$ cat config.mk
export PLATFORM = sky130hd
export DESIGN_NAME = layer_scroller
export DESIGN_NICKNAME = d
export VERILOG_FILES = /design/src/rtl/layer_scroller.sv
export SDC_FILE = /design/constraint.sdc
export NUM_CORES = 1
export LEC_CHECK = 0
export BUFFER_PORTS_ARGS = -buffer_cell sky130_fd_sc_hd__buf_4
export CORE_MARGIN = 4
export CORE_UTILIZATION = 46
export CTS_BUF_LIST = sky130_fd_sc_hd__clkbuf_4
export DETAILED_ROUTE_END_ITERATION = 8
export PLACE_DENSITY = 0.8
export SLEW_MARGIN = 0
export SYNTH_ARGS = -nofsm -noshare
export SYNTH_HDL_FRONTEND = slang
export SYNTH_SLANG_ARGS = --single-unit
$ cat constraint.sdc
create_clock -name i_clk -period 2 [get_ports i_clk]
set_input_delay 0.2 -clock i_clk [delete_from_list [all_inputs] [get_ports i_clk]]
set_output_delay 0.2 -clock i_clk [all_outputs]
set_load 0.02 [all_outputs]
$ cat src/rtl/layer_scroller.sv
// Per-layer vertical scroll controller: owns the layer block map/type registers and scroll offset.
// Optional build macro SCROLL_PAUSE_EN adds an i_pause input that freezes an in-progress scroll.
module layer_scroller #(
  parameter int BLOCKS      = 7,
  parameter int LAYER_ID    = 0,
  parameter int Y_BASE      = 25,
  parameter int LAYER_PITCH = 150,
  parameter int SHIFT_DIST  = 150,
  parameter int STEP        = 1,
  parameter int TICK_DIV    = 1
) (
  input  logic              i_clk,
  input  logic              i_rst,
  input  logic              i_module_en,
  input  logic              i_one_ms_tick,
  input  logic              i_start,
  input  logic              i_abort,
  input  logic              i_load,
`ifdef SCROLL_PAUSE_EN
  input  logic              i_pause,
`endif
  input  logic [BLOCKS-1:0] i_layer_map_in,
  input  logic [BLOCKS-1:0] i_block_type_in,
  output logic [BLOCKS-1:0] o_layer_map_out,
  output logic [BLOCKS-1:0] o_block_type_out,
  output logic [11:0]       o_ypos,
  output logic              o_busy,
  output logic              o_done
);

  localparam int SW = $clog2(SHIFT_DIST + 1);
  localparam int PW = (TICK_DIV > 1) ? $clog2(TICK_DIV) : 1;
  localparam int YO = (Y_BASE + LAYER_ID * LAYER_PITCH) % 4096;
  localparam logic [11:0]   Y_ORIGIN = 12'(YO);
  localparam logic [SW:0]   STEP_V   = (SW + 1)'(STEP);
  localparam logic [SW:0]   DIST_W   = (SW + 1)'(SHIFT_DIST);
  localparam logic [SW-1:0] DIST_V   = SW'(SHIFT_DIST);
  localparam logic [PW-1:0] TDM1     = PW'(TICK_DIV - 1);

  typedef enum logic [1:0] {
    IDLE   = 2'd0,
    SCROLL = 2'd1,
    ENDS   = 2'd2
  } state_t;

  state_t              r_state, w_state_n;
  logic [SW-1:0]       r_shift, w_shift_n;
  logic [PW-1:0]       r_presc, w_presc_n;
  logic [BLOCKS-1:0]   r_map, w_map_n;
  logic [BLOCKS-1:0]   r_type, w_type_n;
  logic [SW:0]         w_sum;
  logic                w_tick;

`ifdef SCROLL_PAUSE_EN
  assign w_tick = i_one_ms_tick & ~i_pause;
`else
  assign w_tick = i_one_ms_tick;
`endif

  assign w_sum = {1'b0, r_shift} + STEP_V;

  // Next-state and datapath update; module_en low holds every register.
  always_comb begin
    w_state_n = r_state;
    w_shift_n = r_shift;
    w_presc_n = r_presc;
    w_map_n   = r_map;
    w_type_n  = r_type;
    if (i_module_en) begin
      case (r_state)
        IDLE: begin
          if (i_load) begin
            w_map_n  = i_layer_map_in;
            w_type_n = i_block_type_in;
          end else if (i_start) begin
            w_state_n = SCROLL;
            w_shift_n = '0;
            w_presc_n = '0;
          end else begin
            w_state_n = IDLE;
          end
        end
        SCROLL: begin
          if (i_abort) begin
            w_state_n = IDLE;
            w_shift_n = '0;
            w_presc_n = '0;
          end else if (w_tick) begin
            if (r_presc == TDM1) begin
              w_presc_n = '0;
              // Last step clamps so shift never overshoots the scroll distance.
              if (w_sum >= DIST_W) begin
                w_shift_n = DIST_V;
                w_state_n = ENDS;
              end else begin
                w_shift_n = w_sum[SW-1:0];
              end
            end else begin
              w_presc_n = r_presc + PW'(1);
            end
          end else begin
            w_state_n = SCROLL;
          end
        end
        ENDS: begin
          w_state_n = IDLE;
          w_shift_n = '0;
          w_presc_n = '0;
          w_map_n   = i_layer_map_in;
          w_type_n  = i_block_type_in;
        end
        default: begin
          w_state_n = IDLE;
          w_shift_n = '0;
          w_presc_n = '0;
        end
      endcase
    end else begin
      w_state_n = r_state;
    end
  end

  // State and datapath registers with synchronous reset.
  always_ff @(posedge i_clk) begin
    if (i_rst) begin
      r_state <= IDLE;
      r_shift <= '0;
      r_presc <= '0;
      r_map   <= '0;
      r_type  <= '0;
    end else begin
      r_state <= w_state_n;
      r_shift <= w_shift_n;
      r_presc <= w_presc_n;
      r_map   <= w_map_n;
      r_type  <= w_type_n;
    end
  end

  assign o_layer_map_out  = r_map;
  assign o_block_type_out = r_type;
  assign o_ypos           = Y_ORIGIN + 12'(r_shift);
  assign o_busy           = (r_state == SCROLL) || (r_state == ENDS);
  // done is suppressed while the block is frozen.
  assign o_done           = (r_state == ENDS) && i_module_en;

endmodule

==> Word level (Yosys, flattened, before mapping) <==
Index checks and enable logic that the tools add are counted.
{ "word_totals": {"reg_bits": 25, "inputBits": 21} }
{ "op_classes": {"add_sub_neg": 3, "order_cmp": 1, "eq_ne": 9, "mux": 24, "reduce_logical": 8} }
{ "ops": {"columns": ["operator", "count"], "rows": [
  ["2-to-1 mux 8 bit", 6],
  ["one-hot mux 7 bit (2 select lines)", 2],
  ["one-hot mux 8 bit (2 select lines)", 1],
  ["2-to-1 mux 7 bit", 2],
  ["2-to-1 mux 2 bit", 5],
  ["adder 5 x 8 -> 9 bit, first input constant", 1],
  ["adder 8 x 1 -> 9 bit, second input constant", 1],
  [">= comparator 9 x 8 -> 1 bit, second input constant", 1],
  ["inequality test 4 bit, second input constant", 2],
  ["AND reduction 4 bit", 2],
  ["2-to-1 mux 1 bit", 6],
  ["inequality test 2 bit, second input constant", 3],
  ["inequality test 3 bit, second input constant", 2],
  ["AND reduction 5 bit", 1],
  ["one-hot mux 2 bit (2 select lines)", 1],
  ["AND reduction 3 bit", 1],
  ["== test 2 x 1 -> 1 bit, second input constant", 1],
  ["== test 2 bit, second input constant", 1],
  ["logical NOT 2 bit", 1],
  ["one-hot mux 1 bit (2 select lines)", 1],
  ["nonzero test 2 bit", 1],
  ["adder 1 bit, second input constant", 1],
  ["logical AND 1 bit", 1],
  ["logical OR 1 bit", 1]
]} }

==> Logic depth before layout (Yosys ltp) <==
Gate-level depths: netlist (run 1).
{ "logic_depth": {"word_depth": 7, "ltp_mapped": 9} }

==> Worst setup path after synthesis (run 1) <==
OpenSTA, ideal clock, no wires.
{ "synth_path": {"kind": "register to register", "from": "register r_shift[0]", "to": "register r_shift[4]", "t_arrival_ns": 2.283, "slack_ns": -0.369, "stages_incl_launch_ff": 9, "cell_sequence": "dfxtp_1 -> ha_1 -> buf_4 -> xor2_1 -> o21ai_1 -> a2111oi_4 -> nor3_4 -> a31o_1 -> a221oi_2"} }
{ "synth_via": {"elab_chain_len": 7} }
{ "synth_lines": {"columns": ["item", "line", "text"], "rows": [
  ["start: declaration", "47", "logic [SW-1:0] r_shift, w_shift_n;"],
  ["start signal: assignment", "133", "r_shift <= w_shift_n;"],
  ["adder 8 x 1 -> 9 bit *", "60", "assign w_sum = {1'b0, r_shift} + STEP_V;"],
  [">= comparator 9 x 8 -> 1 bit", "92", "if (w_sum >= DIST_W) begin"],
  ["2-to-1 mux 8 bit *", "92", null],
  ["2-to-1 mux 8 bit *", "89", "if (r_presc == TDM1) begin"],
  ["2-to-1 mux 8 bit *", "88", "end else if (w_tick) begin"],
  ["2-to-1 mux 8 bit *", "84", "if (i_abort) begin"],
  ["one-hot mux 8 bit (2 select lines) *", "70", "case (r_state)"]
]} }
Mark *: on every way between the ends. The rest lies on a longest branch, timed or not. The select of a mux whose other input is x is not followed.
A chain may end at the register's enable or synchronous reset.

==> Final worst setup path (run 1) <==
Same ends and word-level chain as after synthesis.

==> results, run 1 <==
- The critical path's most frequent cell is buf_6.
- TritonCTS built the clock tree.
- The netlist area before placement is roughly 0.0014 mm2.
- The library cells used most frequently in the layout, excluding fill and tap cells, are buf_4 (62), nor2_1 (22), dfxtp_1 (22).
- The type of element capturing the critical path is a flop.
- The area of the die is 0.00398 mm2.
- The clock period minus final worst setup slack is ~2000 ps.
- The first-pass GRT wire length is roughly 5900 um.
- The final estimated routing congestion in global placement is slightly above 0.9.
- After clock tree synthesis, the clock-pin slew on the worst setup and hold paths is 120 ps.
- Summed over its instances, the top area cell type makes up 34.4% of the synthesized netlist area.
- The count of nets after finishing is between 200 and 250.
- The number of endpoints failing setup at the final stage is 0.
- The effective utilization at floorplan is between 40% and 50%.
- The pre-antenna-repair detailed-routing pass consisted of 4 iterations.
- After synthesis, the mean cell area works out to 8.85 um2.
- The number of ports placed on the die boundary is just under 50.
- The signal on the critical path passes through buf_6 > and3_4 > nand3_2 > buf_6 > nor4_4 > nor3_4 > a31o_1 > a221oi_2.
- The warning count from the yosys run is 0.
- The initial antenna violation count is 0.
- Dividing the detail-routed wire length by the instance count gives around 14 um.
- Entering global routing, the biggest net connects 24 pins.
- The die is 63.1 um tall.
- The cell sitting at the root of the clock tree is a clkbuf_4.
- By area the synthesized netlist is led by dfxtp_1 (34%), mux2i_1 (11%), nor2_1 (5.9%), ha_1 (4.5%), xnor2_1 (3.8%).
- The worst clock skew is 4.39 ps.
- The sequential cell area fraction in the yosys report is 34.4%.
- The total grt overflow is 0.
- The clock insertion delay at the later pin of the skew report is approximately 300 ps.
- For this design, the slowest cell found on the critical path is dfxtp_4.
- The library cell used most frequently in the layout, excluding fill and tap cells, is buf_4.
- Cells fill between 70 and 80% of the core in the end.
- In this run, the number of DRC markers left after iteration 0 of detailed routing was 40.
- The cell count after synthesis came out at approximately 160.
- Before CTS, the worst setup slack after placement is -130 ps.
- The biggest area consumer among synthesized cells is dfxtp_1.
- Row generation in the floorplan step produced 19 rows.
- The max-capacitance violation count is 0.
- The TritonCTS buffer count is 3.
- For this block, the routed nets add up to about 3600 um of wire.
- In this run the number of H-tree levels came out at 1.
- In the final timing run, aggregate negative setup slack is 0 ps.
- The combined buffer and inverter count along the critical path is 2.
- The gate family responsible for the most delay along the worst path is simple AND/OR/NAND/NOR gates.
- The path class of the tightest hold or removal check is in -> reg.
- The placed standard-cell area is between 0.0015 and 0.002 mm2.
- The number of inserted diodes is 0.
- The number of failing hold endpoints at the final stage is 0.
- The number of global-route vias before repair is 1,410.
- The type of the setup path with the least slack is reg -> reg.
- The number of buffers added on ports is between 40 and 50.
- The floorplan step set the die width to 63.1 um.
- The count of distinct cell types in the synthesized netlist is 45.
- After detailed routing, the number of vias per cell comes to around 5.5.
- The flow ran to the end, and the final reports show no timing, DRC or antenna violations.
- The total number of vias is 1,396.
- Setup slack closes at around 33 ps.
- The final number of max-transition violations is 0.
- After routing the design area is 0.00205 mm2.
- VDD sags by at most 394 uV.
- Static timing analysis puts the maximum clock frequency at between 500 and 600 MHz.
- Along the worst path, the maximum fanout reaches 5.
- Dividing the final minimum period by the clock period gives a little over nine tenths.
- At the worst endpoint, the arrival time is between 2000 and 2500 ps.
- At the worst endpoint, the required time is between 2000 and 2500 ps.
- The total area inside the core boundary comes to around 0.0028 mm2.
- The leakage component of the power is ~0.91 nW.
- The synthesized design contains 24 register bits.
- The clock passes through at most 2 buffers.
- Setup repair after global routing could not meet its margin everywhere.
- The count of nets left with antenna violations once routing finished came out at 0.
- For this run, design rule violations remaining after detail routing come to 0.
- The clock drives 24 sinks.
- For this run, the slowest stage of the critical path takes approximately 400 ps.
- Compared with the post-synthesis result, the final layout area differs by 46.4%.
- Summed over all nets, the half-perimeter wirelength after detailed placement is around 2700 um.
- The power density over cell area is approximately 440 mW/mm2.
- STA classifies the critical path startpoint as a flop.
- The share of layout cells above drive strength 1 is 41.2%.
- For this run, the total global-route usage over all layers was measured as about 18%.
## final timing paths
path / start / to / slack [ps] / cells past startpoint
max: r_shift[0]$_SDFFE_PP0P_ / r_shift[4]$_SDFFE_PP0P_ / 30 / 8
min: i_block_type_in[2] / o_block_type_out[2]$_SDFFE_PP0P_ / 130 / 3
max reg2reg: r_shift[0]$_SDFFE_PP0P_ / r_shift[4]$_SDFFE_PP0P_ / 30 / 8
min reg2reg: o_block_type_out[5]$_SDFFE_PP0P_ / o_block_type_out[5]$_SDFFE_PP0P_ / 520 / 2
## where the power goes
part	switching (mW)	total, mW	internal (mW)	leakage, nW
Combinational	0.0975	0.185	0.0873	0.699
Clock	0.130	0.203	0.0726	0.0154
Sequential	0.0105	0.503	0.492	0.197
Total	0.238	0.891	0.652	0.911
## through the flow
stage | total power [mW] | hold slack (ps) | cells
2_1_floorplan | 0.620 | 344 | 160
3_3_place_gp | 0.689 | 428 | 243
3_5_place_dp | 0.696 | 447 | 243
4_1_cts | 0.899 | 123 | 249
5_1_grt | 0.943 | 114 | 252
6_report | 0.891 | 127 | 252
## timing repair
action / in CTS / in global routing
cloned: 1 / 0
buffers inserted: 1 / 3
hold buffers: 0 / 0
resized for setup: 9 / 18
pin swaps: 2 / 7
endpoints found under the setup margin: 10 / 11
## cell families after synthesis
family	after synthesis	share of synthesized area, %
simple gates	50	18.6
compound gates	33	18.1
flops	24	34.4
buf+inv	23	9.04
mux	15	10.7
xor+xnor	7	4.39
fa+ha+maj	5	4.48
other cells	1	0.268
## routing by layer
layer	wire, um	GRT usage, %
met1	1430	20.0
met2	1940	33.2
met3	192	3.20
met4	74	6.06
met5	0	0
## registers in the layout (all words and copies together), names as in the netlist
register	flops
o_layer_map_out	7
r_shift	8
r_state	2
o_block_type_out	7
## Yosys cell counts (all sizes together)
| cell type | count |
|---|---|
| nand2 | 8 |
| a21boi | 1 |
| a211oi | 2 |
| xnor2 | 6 |
| and2 | 1 |
| nand3 | 5 |
| a2111oi | 1 |
| nand4 | 3 |
| nor2b | 1 |
| and3 | 3 |
| a31oi | 3 |
| nor2 | 22 |
| nor3 | 2 |
| xor2 | 1 |
| buf | 9 |
| o41ai | 1 |
| or2b | 1 |
| a22oi | 1 |
| inv | 12 |
| o21ai | 7 |
| o311a | 1 |
| a311o | 1 |
| a311oi | 1 |
| nor4 | 2 |
| dfxtp | 24 |
| a21oi | 7 |
| nor4b | 1 |
| a221oi | 1 |
| ha | 5 |
| conb | 1 |
| a22o | 1 |
| a31o | 2 |
| mux2i | 15 |
| o31ai | 1 |
| nand2b | 1 |
| clkbuf | 2 |
| a21o | 2 |
## worst min-delay path, cell delays in order
cell,delay [ps]
buf_4,70
mux2i_1,50
nor2_1,80
## area by class of cell
class / count / area (um2)
clock buffer: 3 / 22.5
clock inverter: 1 / 3.75
fill: 214 / 783
inverter: 12 / 47.5
multi-input combinational: 114 / 923
sequential: 24 / 488
tap: 31 / 38.8
timing repair buffer: 67 / 522
No activity file was read; power rests on OpenSTA's default activity.
==> inputs of run 2 (changes only) <==
Settings changed: CORE_ASPECT_RATIO set to 1.75.
==> results, run 2 (synthesis gave the netlist of run 1 again) <==
- The flow ran to the end, but the final reports show violations.
- The checks that failed: setup timing.
- The initial antenna violation count is 0.
- The horizontal die dimension is 49.7 um.
- The post-detailed-route DRC marker count is 0.
- Of the available clock period, the critical path in the final layout requires 102%.
- Summed over all nets, the half-perimeter wirelength after detailed placement is ~3000 um.
- The setup slack after placement is -149 ps.
- The floorplan step defined a die boundary enclosing 0.00402 mm2.
- Counting the buffers created by CTS gives 3.
- The count of cells in the finished layout, fillers not included, comes to between 200 and 300.
- The number of logic stages on the critical path including buffering is 9.
- The critical path contains buffers and inverters numbering 4 combined.
- Setup violations remaining at the end of the flow were counted as 3.
- The critical path goes through buf_6 > ha_4 > buf_4 > o311a_4 > nor3_4 > buf_4 > buf_6 > a31oi_2 > o21ai_1.
- Leaving out fill and tap cells, the most frequent cells in the layout are buf_4 (68), nor2_1 (22), dfxtp_1 (22).
- The first global-routing pass estimated ~6500 um of wire.
- The maximum buffer depth of the clock tree is 2.
- In the final design database the tool counted 253 nets.
- The number of inserted diodes is 0.
- After detailed placement, the total cell area comes to between 0.0015 and 0.002 mm2.
- For this run, the total global-route usage over all layers was measured as between 20% and 30%.
- The number of vias per cell is ~5.7.
- The final estimated routing congestion in global placement is between 0.8 and 0.9.
- The worst relative slew slack is 59.3%.
- STA puts the critical path data required time at ~2300 ps.
- For this design, the CTS-stage hold fixing added 0 buffers.
- Based on the critical path, the design can be clocked at up to 492 MHz.
- The clock tree from TritonCTS is yes.
- The DRC violation total after the first TritonRoute iteration is 75.
- The total number of vias is between 1,000 and 1,500.
- The tree is rooted in a clkbuf_4.
- The type of the setup path with the least slack is reg -> reg.
- The total grt overflow is 0.
- The cell with the largest stage delay on the worst path is o311a_4.
- The clock input transition at the sequential cells of the worst setup and hold paths is ~120 ps.
- The worst hold-check slack is about 100 ps.
- The final number of max-transition violations was 0.
- The cell depth of the worst flop-to-flop path is 9.
- The number of failing hold endpoints at the final stage was 0.
- The type of element capturing the critical path is a flop.
- Port buffering added 45 buffers.
- The worst clock skew is about 1.6 ps.
- The final antenna-violating net count is 0.
- Measured along the y axis, the die boundary spans a little over 80 um.
- The clock period minus final worst setup slack is between 2000 and 2500 ps.
- The setup check on the worst reg-to-reg path leaves a slack of -30 ps.
- Setup slack on the critical path of the routed design comes to -33.7 ps.
- For this configuration, the core starts out at a cell density of between 40% and 50%.
- The number of global-route vias before repair is between 1,500 and 2,000.
- The number of cells on the worst hold path is 3.
- Of all nets on the critical path, the largest fanout is 5.
- The most common cell after layout, fill and taps aside is buf_4.
- The worst register-to-register path begins at r_shift[0]$_SDFFE_PP0P_.
- Power comes to 912 uW.
- The floorplan has 26 rows.
- The pin count of the biggest net entering global routing is 24.
- The instance count after placement with tap cells included is ~240.
- Setup repair after global routing could not meet its margin everywhere.
- The worst setup path is launched from a flop.
- VDD sags by at most roughly 490 uV.
- The power density over cell area is 435 mW/mm2.
- The post-route cell area is between 0.002 and 0.0025 mm2.
- The tool flagged a number of max-cap violations equal to 0.
- The number of ports placed on the die boundary is slightly below 50.
- Broken down by cell family, the worst path's largest delay share belongs to compound AO/OA/AOI/OAI gates.
- The clock insertion delay at the later pin of the skew report is a little over 300 ps.
- The share of layout cells above drive strength 1 is a little over two fifths.
- The detailed-route wire length per cell is between 15 and 20 um.
- The register with the most flip-flops in the layout has 8 of them.
- The total wire length is about 4000 um.
- The startpoint identified for the worst hold timing path is i_block_type_in[0].
- The total area inside the core boundary comes to about 0.0029 mm2.
- The length of the first detailed-routing pass in iterations is 4.
- The path with the worst hold slack has its endpoint at o_block_type_out[0]$_SDFFE_PP0P_.
- The type of the worst min-delay path is in -> reg.
- CTS built an H-tree with a depth of 1.
- The transition at the pin with the smallest max-transition slack is 608 ps.
- Compared with the post-synthesis result, the final layout area differs by 49.9%.
- The total number of clock tree sinks is 24.
- The data arrival time at the worst-slack endpoint is 2290 ps.
- Counting flops per register, the top entry is r_shift.
- The leakage component of the power is ~0.95 nW.
- The highest cell delay on the worst timing path is between 300 and 400 ps.
- In this run the critical register-to-register path is captured at r_shift[6]$_SDFFE_PP0P_.
## run 2: power breakdown
part           switching, mW  internal, mW
sequential            0.0104         0.495
clock                  0.142        0.0731
combinational          0.100        0.0908
## run 2: worst max-delay path by stage
stage                     slack (ps)                       to               startpoint
final                            -30  r_shift[6]$_SDFFE_PP0P_  r_shift[0]$_SDFFE_PP0P_
after global routing            -150  r_shift[6]$_SDFFE_PP0P_  r_shift[0]$_SDFFE_PP0P_
after CTS                        -20  r_state[0]$_SDFFE_PP0P_  r_shift[0]$_SDFFE_PP0P_
after detailed placement        -150  r_shift[4]$_SDFFE_PP0P_  r_shift[1]$_SDFFE_PP0P_
after global placement           -70  r_shift[4]$_SDFFE_PP0P_  r_shift[1]$_SDFFE_PP0P_
after floorplan                  -40  r_shift[4]$_SDFFE_PP0P_  r_shift[0]$_SDFFE_PP0P_
## run 2: worst min-delay path: cells and delay by family
family,cells,cell delay [ps]
mux,1,50
buf+inv,1,80
simple gates,1,70
## run 2: cell type report
class                      instances  area (um2)
tap                               28        35.0
inverter                          12        45.0
clock inverter                     1        3.75
clock buffer                       3        22.5
timing repair buffer              73         567
sequential                        24         483
multi-input combinational        113         938
fill                             235         833
## run 2: metrics by stage
stage | setup TNS (ps) | util [%]
after detailed placement | -601 | 63.1
after global placement | -71.9 | 63.1
after global routing | -802 | 71.5
after CTS | -42.6 | 68.0
final | -51.8 | 71.5
after floorplan | -44.9 | -
## run 2: metal layers
layer | wire length (um) | GRT usage [%] | share of wire [%] | vias to the layer above
li1 | - | - | - | 682
met1 | 1400 | 19.5 | 35 | 664
met2 | 2240 | 40.6 | 56 | 81
met3 | 240 | 2.75 | 6.0 | 16
met4 | 148 | 12.7 | 3.7 | 0
met5 | 0 | 0 | 0 | -
## run 2: what timing repair did
item                                    CTS  global route
endpoints found under the setup margin   10            10
gates cloned                              0             0
endpoints found under the hold margin     0             0
resized for setup                        10            18
pin swaps                                 5             3
setup buffers                             9             3
==> inputs of run 3 (changes only) <==
Settings changed: ABC_CLOCK_PERIOD_IN_PS set to 2000, SETUP_SLACK_MARGIN set to 0.15.
==> results, run 3 (synthesis gave the netlist of run 1 again) <==
- The flow ran to the end, and the final reports show no timing, DRC or antenna violations.
- The global-route total usage across every layer is between 20% and 30%.
- Once layout is complete, the cells apart from fillers number around 250.
- The relative contribution of sequential cells to total power is 48.2%.
- The level count of the clock H-tree is 1.
- The total number of clock tree sinks is 24.
- For this block, the initial DRC count from the detailed router was 17.
- The worst setup path is launched from a flop.
- The initial antenna violation count came to 0.
- The die outline height is 80.9 um.
- Setup repair after global routing could not meet its margin everywhere.
- The net load switching power is around 260 uW.
- The number of buffers added on ports is 45.
- The die covers about 0.004 mm2.
- The flip-flop count of the largest register after layout is 8.
- The type of the setup path with the least slack is reg -> reg.
- The worst clock skew is 3.00 ps.
- Following the worst setup path forward leads to its endpoint at r_state[0]$_SDFFE_PP0P_.
- The total number of vias is about 1,400.
- The net count of the finished layout is roughly 250.
- Walking the worst path, the cells encountered are ha_4 > xor2_4 > o21ai_4 > a2111oi_4 > nor3_4 > buf_6 > a22o_1 > a211oi_2.
- The post-route netlist has a little under half of its cells at a drive strength greater than 1.
- The number of failing hold endpoints at the final stage is 0.
- The clock network burns approximately 33% of the power.
- The routed design could run at a clock period as short as between 1500 and 2000 ps.
- 49 I/O pins were placed.
- From synthesis to final layout, the design area changed by 49.6%.
- In this run the deepest clock path goes through 2 buffers.
- The clock input transition at the sequential cells of the worst setup and hold paths is approximately 130 ps.
- At the worst endpoint, the arrival time is 2150 ps.
- The worst register-to-register path ends at r_state[0]$_SDFFE_PP0P_.
- For this design the ratio of total power to cell area is approximately 500 mW/mm2.
- The number of clock buffers added by TritonCTS is 3.
- The count of standard-cell rows is 26.
- Entering global routing, the biggest net connects 24 pins.
- The utilization of the core after routing is 71.4%.
- The number of vias per cell is ~5.5.
- The placeable core region is slightly below 0.003 mm2.
- TritonCTS built the clock tree.
- The final total negative setup slack is 0 ps.
- The detailed-route wire length per cell is roughly 16 um.
- The number of global-route vias before repair came to around 1,500.
- The worst hold-check slack is between 100 and 150 ps.
- The worst register-to-register path begins at r_shift[0]$_SDFFE_PP0P_.
- The sum of internal, switching and leakage power is ~1.0 mW.
- Hold repair after CTS inserted 0 buffers.
- For this run, the slowest stage of the critical path takes 400 ps.
- The length of the first detailed-routing pass in iterations is 4.
- The first global-routing pass estimated approximately 6300 um of wire.
- The number of inserted diodes is 0.
- The final number of max-transition violations came to 0.
- The clock insertion delay at the later pin of the skew report is 310 ps.
- The launching instance or port of the critical path is r_shift[0]$_SDFFE_PP0P_.
- The initial utilization of the core area, before any placement, comes to a little under half.
- The most common cell after layout, fill and taps aside is buf_4.
- In the routed design, unresolved DRC markers number 0.
- Along the worst path, the maximum fanout reaches 6.
- The internal power of the cells is slightly below 800 uW.
- The cell at the root of the clock tree is clkbuf_4.
- Max-cap violations in this run came to 0.
- The number of endpoints failing setup at the final stage is 0.
- Timing would allow up to approximately 520 MHz.
- The register-to-register setup slack is around 70 ps.
- Summed over all layers, the routed wires come to between 4000 and 5000 um.
- In this run the worst hold path is classified as in -> reg.
- Net switching is between 20% and 30% of the power.
- The worst setup path is captured at a flop.
- For the worst flop-to-flop path, the logic depth is 8.
- The leakage component of the power is just over 0.9 nW.
- The congestion estimate from routability-driven global placement came to approximately 0.9.
- The final critical path takes up about 97% of the cycle.
- The top cell types in the final layout, fill and taps aside, are buf_4 (68), nor2_1 (22), dfxtp_1 (19).
- The total grt overflow is 0.
- The cell with the largest stage delay on the worst path is dfxtp_4.
- The worst supply voltage drop on vdd is about 490 uV.
- The data required time at the worst endpoint is between 2000 and 2500 ps.
- The horizontal die dimension is ~50 um.
- The register bank with the most flops is r_shift.
- The count of nets left with antenna violations once routing finished came out at 0.
- In this run, placement finished with an instance count of approximately 230.
- The wire-length estimate of the detail-placed layout is 3020 um.
- The combinational group share of total power is a little under a fifth.
==> run 3: cell count changes in the layout (fill, tap and decap cells not counted), sizes merged <==
cell,delta
buf,-2
bufinv,+1
clkinv,-1
==> run 3: per-layer routing <==
layer  global-route usage, %  up-vias  routed length [um]
li1                        -      681                   -
met1                    18.6      653                1460
met2                    41.1       49                2270
met3                    2.94        6                 226
met4                    9.42        0                  62
met5                       0        -                   0
==> run 3: metrics by stage <==
stage,cell area (um2),worst slack [ps]
floorplan,1470,51.0
global placement,1830,87.1
detailed placement,1830,-26.3
CTS,2030,137
global route,2090,-26.7
finish,2090,69.4
==> run 3: area by class of cell <==
type | count | area (um2)
clock buffers | 3 | 22.5
multi-input cells | 113 | 920
inverters | 12 | 47.5
repair buffers | 71 | 544
fillers | 228 | 837
clock inverters | 1 | 30.0
flip-flops and latches | 24 | 492
well taps | 28 | 35.0
==> run 3: how the worst min path moves through the flow <==
stage | end | start | slack (ps) | cells past startpoint
2_1_floorplan | r_state[0]$_SDFFE_PP0P_ | i_one_ms_tick | 340 | 2
3_3_place_gp | o_block_type_out[5]$_SDFFE_PP0P_ | i_block_type_in[5] | 430 | 3
3_5_place_dp | o_block_type_out[0]$_SDFFE_PP0P_ | i_block_type_in[0] | 440 | 3
4_1_cts | o_block_type_out[3]$_SDFFE_PP0P_ | i_block_type_in[3] | 110 | 3
5_1_grt | o_block_type_out[0]$_SDFFE_PP0P_ | i_block_type_in[0] | 110 | 3
6_report | o_block_type_out[3]$_SDFFE_PP0P_ | i_block_type_in[3] | 110 | 3
==> run 3: timing repair <==
action                     4_1_cts  5_1_grt
gates resized for setup         15        7
hold endpoints to repair         0        0
buffers inserted                10        6
pin swaps                       12        8
setup endpoints to repair       12       12
==> run 3: power by group through the flow <==
stage               Sequential (mW)  Combinational (mW)  Clock (mW)
floorplan                     0.531              0.0876           0
global placement              0.514               0.173           0
detailed placement            0.515               0.178           0
CTS                           0.504               0.186       0.353
global route                  0.506               0.212       0.376
finish                        0.504               0.196       0.346
==> run 3: critical path, delay by kind of cell, from the launching register on <==
family | cells | cell delay (ps)
AOI/OAI and AO/OA | 4 | 860
DFF | 1 | 400
adders and majority gates | 1 | 180
xor gates and xnor gates | 1 | 180
buffers and inverters | 1 | 140
and+or+nand+nor | 1 | 80
